`src/rtl/regfile_writeback.sv`:
```
// Write-back queue for the 32x32 register file: accepts results, drains one write per cycle, flags pending hazards.
// Optional macro WB_BYPASS_EN adds rs/rt forwarding outputs (youngest matching write).
module regfile_writeback #(
  parameter int DEPTH = 4,
  parameter int DW    = 32,
  parameter int AW    = 5
) (
  input  logic                     clk,
  input  logic                     reset,
  input  logic                     in_valid,
  output logic                     in_ready,
  input  logic                     regWrite,
  input  logic                     regDest,
  input  logic [AW-1:0]            rt,
  input  logic [AW-1:0]            rd,
  input  logic [DW-1:0]            writeData,
  input  logic                     wr_stall,
  input  logic                     flush,
  output logic                     wr_en,
  output logic [AW-1:0]            wr_addr,
  output logic [DW-1:0]            wr_data,
  input  logic [AW-1:0]            rs_q,
  input  logic [AW-1:0]            rt_q,
  output logic                     rs_pending,
  output logic                     rt_pending,
`ifdef WB_BYPASS_EN
  output logic                     rs_fwd_valid,
  output logic [DW-1:0]            rs_fwd_data,
  output logic                     rt_fwd_valid,
  output logic [DW-1:0]            rt_fwd_data,
`endif
  output logic [$clog2(DEPTH):0]   count
);

  localparam int PW = $clog2(DEPTH);
  localparam int CW = PW + 1;

  logic [AW-1:0]    addr_q [DEPTH];
  logic [DW-1:0]    data_q [DEPTH];
  logic [DEPTH-1:0] vld_q;
  logic [PW-1:0]    wptr_q, rptr_q;
  logic [CW-1:0]    count_q;
  logic             wr_en_q;
  logic [AW-1:0]    wr_addr_q;
  logic [DW-1:0]    wr_data_q;

  logic [AW-1:0]    dest;
  logic             full;
  logic             push;
  logic             pop;

  assign dest     = regDest ? rd : rt;
  assign full     = (count_q == CW'(DEPTH));
  assign in_ready = !full;
  // in_ready uses the pre-pop count, so a full queue never takes a same-cycle push
  assign push     = in_valid && !full && regWrite && (dest != '0) && !flush;
  assign pop      = !wr_stall && (count_q != '0) && !flush;

  always_ff @(posedge clk or posedge reset) begin
    if (reset) begin
      for (int unsigned i = 0; i < DEPTH; i++) begin
        addr_q[i] <= '0;
        data_q[i] <= '0;
      end
      vld_q     <= '0;
      wptr_q    <= '0;
      rptr_q    <= '0;
      count_q   <= '0;
      wr_en_q   <= 1'b0;
      wr_addr_q <= '0;
      wr_data_q <= '0;
    end else if (flush) begin
      vld_q   <= '0;
      wptr_q  <= '0;
      rptr_q  <= '0;
      count_q <= '0;
      wr_en_q <= 1'b0;
    end else begin
      wr_en_q <= pop;
      if (pop) begin
        wr_addr_q     <= addr_q[rptr_q];
        wr_data_q     <= data_q[rptr_q];
        vld_q[rptr_q] <= 1'b0;
        rptr_q        <= rptr_q + 1'b1;
      end
      if (push) begin
        addr_q[wptr_q] <= dest;
        data_q[wptr_q] <= writeData;
        vld_q[wptr_q]  <= 1'b1;
        wptr_q         <= wptr_q + 1'b1;
      end
      count_q <= count_q + CW'(push) - CW'(pop);
    end
  end

  assign wr_en   = wr_en_q;
  assign wr_addr = wr_addr_q;
  assign wr_data = wr_data_q;
  assign count   = count_q;

`ifdef WB_BYPASS_EN
  logic [PW-1:0] idx;

  // Output stage is oldest; walk the queue oldest->newest so the youngest match wins.
  always_comb begin
    idx          = '0;
    rs_fwd_valid = wr_en_q && (wr_addr_q == rs_q) && (rs_q != '0);
    rs_fwd_data  = rs_fwd_valid ? wr_data_q : '0;
    rt_fwd_valid = wr_en_q && (wr_addr_q == rt_q) && (rt_q != '0);
    rt_fwd_data  = rt_fwd_valid ? wr_data_q : '0;
    for (int unsigned k = 0; k < DEPTH; k++) begin
      idx = rptr_q + PW'(k);
      if (vld_q[idx] && (addr_q[idx] == rs_q) && (rs_q != '0)) begin
        rs_fwd_valid = 1'b1;
        rs_fwd_data  = data_q[idx];
      end
      if (vld_q[idx] && (addr_q[idx] == rt_q) && (rt_q != '0)) begin
        rt_fwd_valid = 1'b1;
        rt_fwd_data  = data_q[idx];
      end
    end
  end

  assign rs_pending = 1'b0;
  assign rt_pending = 1'b0;
`else
  logic rs_hit, rt_hit;

  always_comb begin
    rs_hit = wr_en_q && (wr_addr_q == rs_q);
    rt_hit = wr_en_q && (wr_addr_q == rt_q);
    for (int unsigned i = 0; i < DEPTH; i++) begin
      if (vld_q[PW'(i)] && (addr_q[PW'(i)] == rs_q)) rs_hit = 1'b1;
      if (vld_q[PW'(i)] && (addr_q[PW'(i)] == rt_q)) rt_hit = 1'b1;
    end
  end

  assign rs_pending = rs_hit && (rs_q != '0);
  assign rt_pending = rt_hit && (rt_q != '0);
`endif

endmodule

```
`config.mk`:
```
export PLATFORM = sky130hd
export DESIGN_NAME = regfile_writeback
export DESIGN_NICKNAME = d
export VERILOG_FILES = /design/src/rtl/regfile_writeback.sv
export SDC_FILE = /design/constraint.sdc
export NUM_CORES = 1
export LEC_CHECK = 0
export ABC_CLOCK_PERIOD_IN_PS = 12000
export BUFFER_PORTS_ARGS = -buffer_cell sky130_fd_sc_hd__buf_4
export CAP_MARGIN = 15
export CORE_MARGIN = 5
export CORE_UTILIZATION = 49
export CTS_CLUSTER_SIZE = 30
export DETAILED_ROUTE_END_ITERATION = 16
export PLACE_DENSITY = 0.73
export RECOVER_POWER = 50
export SLEW_MARGIN = 5
export SYNTH_ARGS = -nofsm -noshare
export SYNTH_HDL_FRONTEND = slang
export SYNTH_SLANG_ARGS = --single-unit
```
`constraint.sdc`:
```
create_clock -name clk -period 12 [get_ports clk]
set_input_delay 1.2 -clock clk [delete_from_list [all_inputs] [get_ports clk]]
set_output_delay 1.2 -clock clk [all_outputs]
set_load 0.03 [all_outputs]
```
Yosys cells after proc, flatten, opt, wreduce, memory -nomap -nowiden
Index checks and enable logic that the tools add are counted.
{"block": "word_totals", "input_bits": 59, "out_inout_bits": 44, "wordCells": 110, "reg_bits": 197}
{"block": "classes", "reduce_logical": 32, "magnitude_cmp": 7, "n_eq_ne": 11, "muxes": 35, "bitwise": 6, "addsub": 4}
{"cell": "bitwise mux 128 bit", "n": 1}
{"cell": "2-to-1 mux 32 bit", "n": 3}
{"cell": "binary-select mux 32 bit (select 2 bit)", "n": 1}
{"cell": "demux 32 bit (select 2 bit)", "n": 1}
{"cell": "== test 5 bit", "n": 10}
{"cell": "logical AND 1 bit", "n": 21}
{"cell": "bitwise mux 20 bit", "n": 1}
{"cell": "2-to-1 mux 5 bit", "n": 4}
{"cell": "2-to-1 mux 4 bit", "n": 4}
{"cell": "nonzero test 5 bit", "n": 3}
{"cell": "2-to-1 mux 1 bit", "n": 11}
{"cell": "binary-select mux 5 bit (select 2 bit)", "n": 1}
{"cell": "demux 5 bit (select 2 bit)", "n": 1}
{"cell": "2-to-1 mux 2 bit", "n": 4}
{"cell": ">= comparator 3 bit (second input constant)", "n": 2}
{"cell": "less-than comparator 2 x 3 -> 1 bit (second input constant)", "n": 2}
{"cell": "inverter 2 -> 3 bit", "n": 2}
{"cell": "adder 2 x 1 -> 2 bit (second input constant)", "n": 2}
{"cell": "bitwise AND 4 bit", "n": 1}
{"cell": "demux 1 bit (select 2 bit)", "n": 2}
{"cell": ">= comparator 2 x 1 -> 1 bit (second input constant)", "n": 2}
{"cell": "inverter 4 bit", "n": 1}
{"cell": "bitwise OR 4 bit", "n": 1}
{"cell": "AND reduction 2 bit", "n": 2}
{"cell": "other kinds (9)", "n": 12}

Logic depth before layout (Yosys ltp)
Gate-level depths: netlist of the first run.
{"block": "depth", "word_depth": 11, "depth_mapped": 13, "mapped_depth_nobuf": 12}

Worst setup path before layout of the first run
OpenSTA, ideal clock, no wires.
{"block": "synth_path", "path_kind": "input-to-reg", "start": "in regDest", "end": "reg count_q[2] (netlist: count[2])", "setup_slack_ns": 8.184, "t_required_ns": 11.868, "setup_ns": 0.132, "arrival_time_ns": 3.684, "stages": 13, "n_path_buf": 1, "cell_sequence": "buf_6 -> or4_4 -> o22ai_4 -> a21oi_1 -> nand2b_1 -> ha_1 -> inv_1 -> ha_1 -> inv_1 -> fa_1 -> xor2_1 -> xnor2_1 -> nor2_1"}
{"block": "synth_via", "elab_chain_len": 7}
{"element": "start: declaration", "line": "13", "text": "input logic regDest,"}
{"element": "2-to-1 mux 5 bit", "line": "52", "text": "assign dest = regDest ? rd : rt;"}
{"element": "nonzero test 5 bit", "line": "56", "text": "assign push = in_valid && !full && regWrite && (dest != '0) && !flush;"}
{"element": "logical AND 1 bit (2 in series)", "line": "56"}
{"element": "adder 3 x 1 -> 3 bit", "line": "92", "text": "count_q <= count_q + CW'(push) - CW'(pop);"}
{"element": "subtractor 3 x 1 -> 3 bit", "line": "92"}
{"element": "2-to-1 mux 3 bit", "line": "72", "text": "end else if (flush) begin"}
{"element": "end signal: assignment", "line": "92"}
{"element": "end: declaration", "line": "42", "text": "logic [CW-1:0] count_q;"}
Every way passes these cells.
A chain may end at the register's enable or synchronous reset.

==> results.cfg, run 1 <==
[sta]
tns_ns = 0
finalSetupViolations = 0
fin_ws_ns = 6.84
final_max_slew_viol_count = 192
max_freq_mhz = 194
period_share_pct = 43.0
grt_setup_unrepaired = no
relSlewSlack_pct = -209
worstMarginPinSlew_ns = 4.60
fin_skew_ns = 0.00663
post-route-min-period_ns = 5.16
hold_viol_final = 0

[clock_network]
cts_tree = done
postCtsSetupRepairBufs = 0
h-tree-depth = 4
cts.repair.resized = 0
clk_pin_slew_ns = 0.07
cts_root_buf = clkbuf_16
clk_latency_ns = 0.42
hold_buffers = 0
cts_buffers = 17
clock-sinks = 197
cts_buffer_depth = 2

[die]
die_w_um = 151
die_area_um2 = 22700
die_y_um = 151
rows = 51
core_region_area_um2 = 19500
initial_core_util_pct = 49.8
ios = 103

[yosys]
synth_top_cell_area_share_pct = 50.9
synth.most_common_cell = dfrtp_1
avgSynthCellArea_um2 = 15.5
ys_top_cells_by_count = dfrtp_1, mux2_4, mux2_2
synth_top_family_by_area = multiplexers
synthFlopType = dfrtp_1
synth.distinct_cells = 33
ys_seq_area_share_pct = 50.9
synth-compound-area-share_pct = 3.02
synth_largest_area_cell = dfrtp_1
synth-edff-count = 0
async_reset_ff_share_pct = 100
ys_warn_count = 0
muxShareOfSynthArea_pct = 33.1
syn_inst = 626
synth_adder_area_share_pct = 1.50
yosys-top-cells-area = dfrtp_1, mux2_4, mux4_2
yosys.area_share.simple_pct = 3.55
synth_fp_nets = 696
netlist_area_um2 = 9690
synth_xor_area_share_pct = 4.88
synth.ff_latch_count = 197

[detailed_routing]
ant_nets = 0
route.vias.total = 5405
via_per_inst = 5.44
drc = 0
post_drt_wl_per_cell_um = 20.1
first_pass_iters = 4
drt_iter0_drc = 169
drt-total-wl_mm = 20.0

[place]
dp_hpwl_mm = 12.8
numPortBuffers = 102
dp_slack_ns = 8.00
place_congestion = 0.943

[global_routing]
grt_overflow = 0
antenna_found_initial = 0
grt_pass1_vias = 6011
grt_pass1_wl_mm = 32.9
grt_use_total_pct = 18.7
grt_max_degree = 110

[pwr]
powerDensity_nw_per_um2 = 224
leakage_nw = 4.91
peakVddDrop_v = 0.000129
p_total_mw = 2.48

[layout]
n_antenna_cell = 0
drive_above_1_share_pct = 42.5
utilization_pct = 56.8
nets = 787
syn_to_final_growth_pct = 14.2

[setup_path]
path_delay_family = buffers and inverters
critical_path.cell_chain = clkbuf_4 > clkinvlp_2 > clkbuf_1 > buf_16
start_kind = input pin
slowest_delay_ns = 2.57
cp_data_arrival_time_ns = 5.75
crit_path_end_kind = async pin
critPathBufInv = 4
critPathKind = input pin to async pin
crit_path_top_delay_cell = clkinvlp_2
cp_max_fo = 109
required_ns = 12.59

[outcome]
violations = capacitance limit, slew limit
status = finished, violations left

[hold_path]
hold_class = flip-flop to flip-flop

[flow_run]
drv_cap = 4
## stage by stage
stage          instance area (um2)  hold slack [ns]  std cells
3_5_place_dp                 10600            0.489        962
6_report                     11100            0.506        994
4_1_cts                      11200            0.510        993
3_3_place_gp                 10600            0.484        962
2_1_floorplan                 9690            0.475        626
5_1_grt                      11100            0.522        994
## registers in the layout, summed over array words and instances, names as in the netlist
| register | flops |
|---|---|
| wr_data | 32 |
| wr_en | 1 |
| rptr_q | 2 |
| wr_addr | 5 |
| wptr_q | 2 |
| count | 3 |
| addr_q | 20 |
| data_q | 128 |
| vld_q | 4 |
## placed cells by master, fill, tap and decap left out, drive strengths merged
cell / instances
bufinv: 3
clkbuf: 66
clkinvlp: 1
nand3: 13
nor2b: 1
mux2: 165
ha: 10
or4: 3
fa: 1
or4b: 1
xor2: 41
a21oi: 22
o22ai: 1
dfrtp: 197
clkinv: 8
nor4: 10
a22oi: 4
o22a: 2
a2111oi: 4
buf: 66
mux2i: 6
xnor2: 13
nor3: 3
nor2: 30
nand2: 7
o21ai: 1
inv: 11
or3b: 1
nand2b: 1
mux4: 37
## kinds of logic (layout without fill, tap and decap cells)
group | after synthesis | after routing
mux | 208 | 208
flops | 197 | 197
simple gates | 70 | 70
xor+xnor | 54 | 54
buf+inv | 52 | 155
compound gates | 34 | 34
fa+ha+maj | 11 | 11
## metal layers
metal  GRT usage (%)  share of wire [%]
met5               0                  0
met3            4.39                4.8
met1            25.1                 45
met4            4.67                1.1
met2            31.0                 49
## path summary, 6_finish.rpt
| check | startpoint | end | slack (ns) | cells past startpoint |
|---|---|---|---|---|
| setup / recovery | reset | data_q[104] | 6.84 | 4 |
| hold / removal | wr_data[23] | wr_data[23] | 0.51 | 1 |
| setup reg to reg | rptr_q[0] | wr_data[13] | 8.26 | 3 |
| hold reg to reg | wr_data[23] | wr_data[23] | 0.51 | 1 |
| max in group clk | rptr_q[0] | wr_data[13] | 8.26 | 3 |
| min in group asynchronous | reset | data_q[62] | 2.20 | 2 |
## power breakdown
part / switching [mW] / internal (mW)
sequential: 0.176 / 0.883
combinational: 0.382 / 0.462
clock: 0.244 / 0.333
total: 0.801 / 1.68
## cell type report
| class | count | area (um2) |
|---|---|---|
| Sequential cell | 197 | 4930 |
| Clock inverter | 12 | 154 |
| Fill cell | 1551 | 8400 |
| Tap cell | 265 | 332 |
| Inverter | 11 | 42.5 |
| Multi-Input combinational cell | 377 | 4460 |
| Clock buffer | 19 | 443 |
| Timing Repair Buffer | 113 | 696 |
(Power assumes the default switching activity.)
==> run 2: changes to the inputs <==
--- a/config.mk
+++ b/config.mk
@@ -5,7 +5,7 @@
 export SDC_FILE = /design/constraint.sdc
 export NUM_CORES = 1
 export LEC_CHECK = 0
-export ABC_CLOCK_PERIOD_IN_PS = 12000
+export ABC_CLOCK_PERIOD_IN_PS = 5340
 export BUFFER_PORTS_ARGS = -buffer_cell sky130_fd_sc_hd__buf_4
 export CAP_MARGIN = 15
 export CORE_MARGIN = 5
==> constraint.sdc (replaced) <==
create_clock -name clk -period 5.34 [get_ports clk]
set_input_delay 0.534 -clock clk [delete_from_list [all_inputs] [get_ports clk]]
set_output_delay 0.534 -clock clk [all_outputs]
set_load 0.03 [all_outputs]
==> run 2 against run 1 <==
  * The flow still finishes with violations (capacitance limit, slew limit)
  * Combinational power increased by 140%
  * Count of clock-buffer cells in the layout increased by 4
  * Global-route usage decreased by 0.22 points
  * Via count increased by 0.59%
  * Critical path type unchanged
  * Largest power group unchanged
==> results.cfg, run 2 (same netlist as run 1, synthesis figures left out) <==
[setup_path]
cp_max_fo = 51
critPathKind = input pin to async pin
slowest_delay_ns = 1.95
required_ns = 5.08
cp_data_arrival_time_ns = 2.88
path_delay_family = buffers and inverters
crit_path_top_delay_cell = clkbuf_1
critPathBufInv = 3
critical_path.cell_chain = clkbuf_4 > clkinvlp_2 > clkbuf_1
start_kind = input pin
crit_path_end_kind = async pin

[sta]
max_freq_mhz = 318
period_share_pct = 58.8
tns_ns = 0
relSlewSlack_pct = -80.1
finalSetupViolations = 0
fin_skew_ns = 0.0106
grt_setup_unrepaired = no
post-route-min-period_ns = 3.14
hold_viol_final = 0
worstMarginPinSlew_ns = 2.70
final_max_slew_viol_count = 219

[layout]
regMostFlops = data_q
final_cell_mix = dfrtp_1, mux2_4, buf_4
num-fill-cells = 1564
syn_to_final_growth_pct = 14.9
final_common_cell = dfrtp_1
largest_register_ffs = 128
fin_area_um2 = 11100
drive_above_1_share_pct = 46.0
nets = 789

[place]
numPortBuffers = 102
dp_hpwl_mm = 12.9
placed_area_um2 = 10600
place_congestion = 0.917

[clock_network]
clock-sinks = 197
clk_latency_ns = 0.43
hold_buffers = 0
cts_root_buf = clkbuf_16
cts_buffer_depth = 2
postCtsSetupRepairBufs = 0
clk_pin_slew_ns = 0.07
cts.repair.resized = 0
cts_buffers = 17
cts_tree = done
h-tree-depth = 4

[flow_run]
drv_cap = 4

[global_routing]
antenna_found_initial = 0
grt_max_degree = 98
grt_pass1_wl_mm = 32.6
grt_overflow = 0
grt_use_total_pct = 18.5
grt_pass1_vias = 6122

[pwr]
p_comb_share_pct = 35.6
leakage_nw = 4.98
peakVddDrop_v = 0.000280
power_frac_seq_pct = 41.9
switchingPower_mw = 1.79
internal-power_mw = 3.79
powerDensity_nw_per_um2 = 502
p_sw_share_pct = 32.1
clock_power_share_pct = 22.5

[die]
die_area_um2 = 22700
die_y_um = 151
ios = 103
core_region_area_um2 = 19500
initial_core_util_pct = 49.8
die_w_um = 151
rows = 51

[detailed_routing]
first_pass_iters = 5
drc = 0
post_drt_wl_per_cell_um = 20.1
via_per_inst = 5.46
route.vias.total = 5437
drt_iter0_drc = 259
ant_nets = 0
drt-total-wl_mm = 20.0

[outcome]
status = finished, violations left
violations = capacitance limit, slew limit

[hold_path]
hold_class = input pin to async pin
## run 2: cell count changes in the layout (fill, tap and decap cells not counted), sizes merged
cell,delta
buf,+23
bufinv,-2
clkbuf,-17
clkinv,-5
clkinvlp,+3
diode,+1
inv,-1
## run 2: per-stage QoR
| step | setup WS (ns) | util, % | power, mW | cells | hold slack, ns |
|---|---|---|---|---|---|
| 6_report | 2.20 | 57.2 | 5.58 | 996 | 0.0742 |
| 5_1_grt | 1.54 | 57.1 | 5.90 | 995 | 0.0776 |
| 4_1_cts | 2.32 | 57.7 | 5.71 | 994 | 0.341 |
| 3_5_place_dp | 1.92 | 54.7 | 4.44 | 964 | 0.491 |
| 3_3_place_gp | 2.05 | 54.7 | 4.36 | 964 | 0.484 |
| 2_1_floorplan | 2.19 | - | 3.83 | 626 | 0.475 |
## run 2: power groups by stage
| stage | registers, mW | logic [mW] | clock network, mW |
|---|---|---|---|
| finish | 2.34 | 1.99 | 1.26 |
| global route | 2.41 | 2.14 | 1.35 |
| CTS | 2.34 | 2.08 | 1.28 |
| detailed placement | 2.36 | 2.07 | 0 |
| global placement | 2.32 | 2.03 | 0 |
| floorplan | 2.55 | 1.28 | 0 |
## run 2: final timing paths
check / start / end / slack (ns) / cells past startpoint
setup reg to reg: count[1] / count[2] / 2.34 / 12
max in group clk: count[1] / count[2] / 2.34 / 12
min in group clk: writeData[14] / data_q[110] / 0.36 / 2
setup / recovery: reset / rptr_q[0] / 2.20 / 3
hold / removal: reset / data_q[42] / 0.07 / 2
hold reg to reg: wr_data[22] / wr_data[22] / 0.50 / 1
## run 2: final cells by class
| type | count | area, um2 | area share, % |
|---|---|---|---|
| Clock inverter | 7 | 71.3 | 0.641 |
| Sequential cell | 197 | 4930 | 44.3 |
| Timing Repair Buffer | 115 | 771 | 6.93 |
| Tap cell | 265 | 332 | 2.98 |
| Clock buffer | 23 | 508 | 4.57 |
| Multi-Input combinational cell | 377 | 4470 | 40.1 |
| Antenna cell | 1 | 2.50 | 0.0225 |
| Inverter | 11 | 42.5 | 0.382 |
## run 2: per-layer routing
metal	GRT usage [%]	routed length [um]
met5	0	0
met4	4.85	214
met3	4.58	1070
met2	30.4	9740
met1	24.7	9000
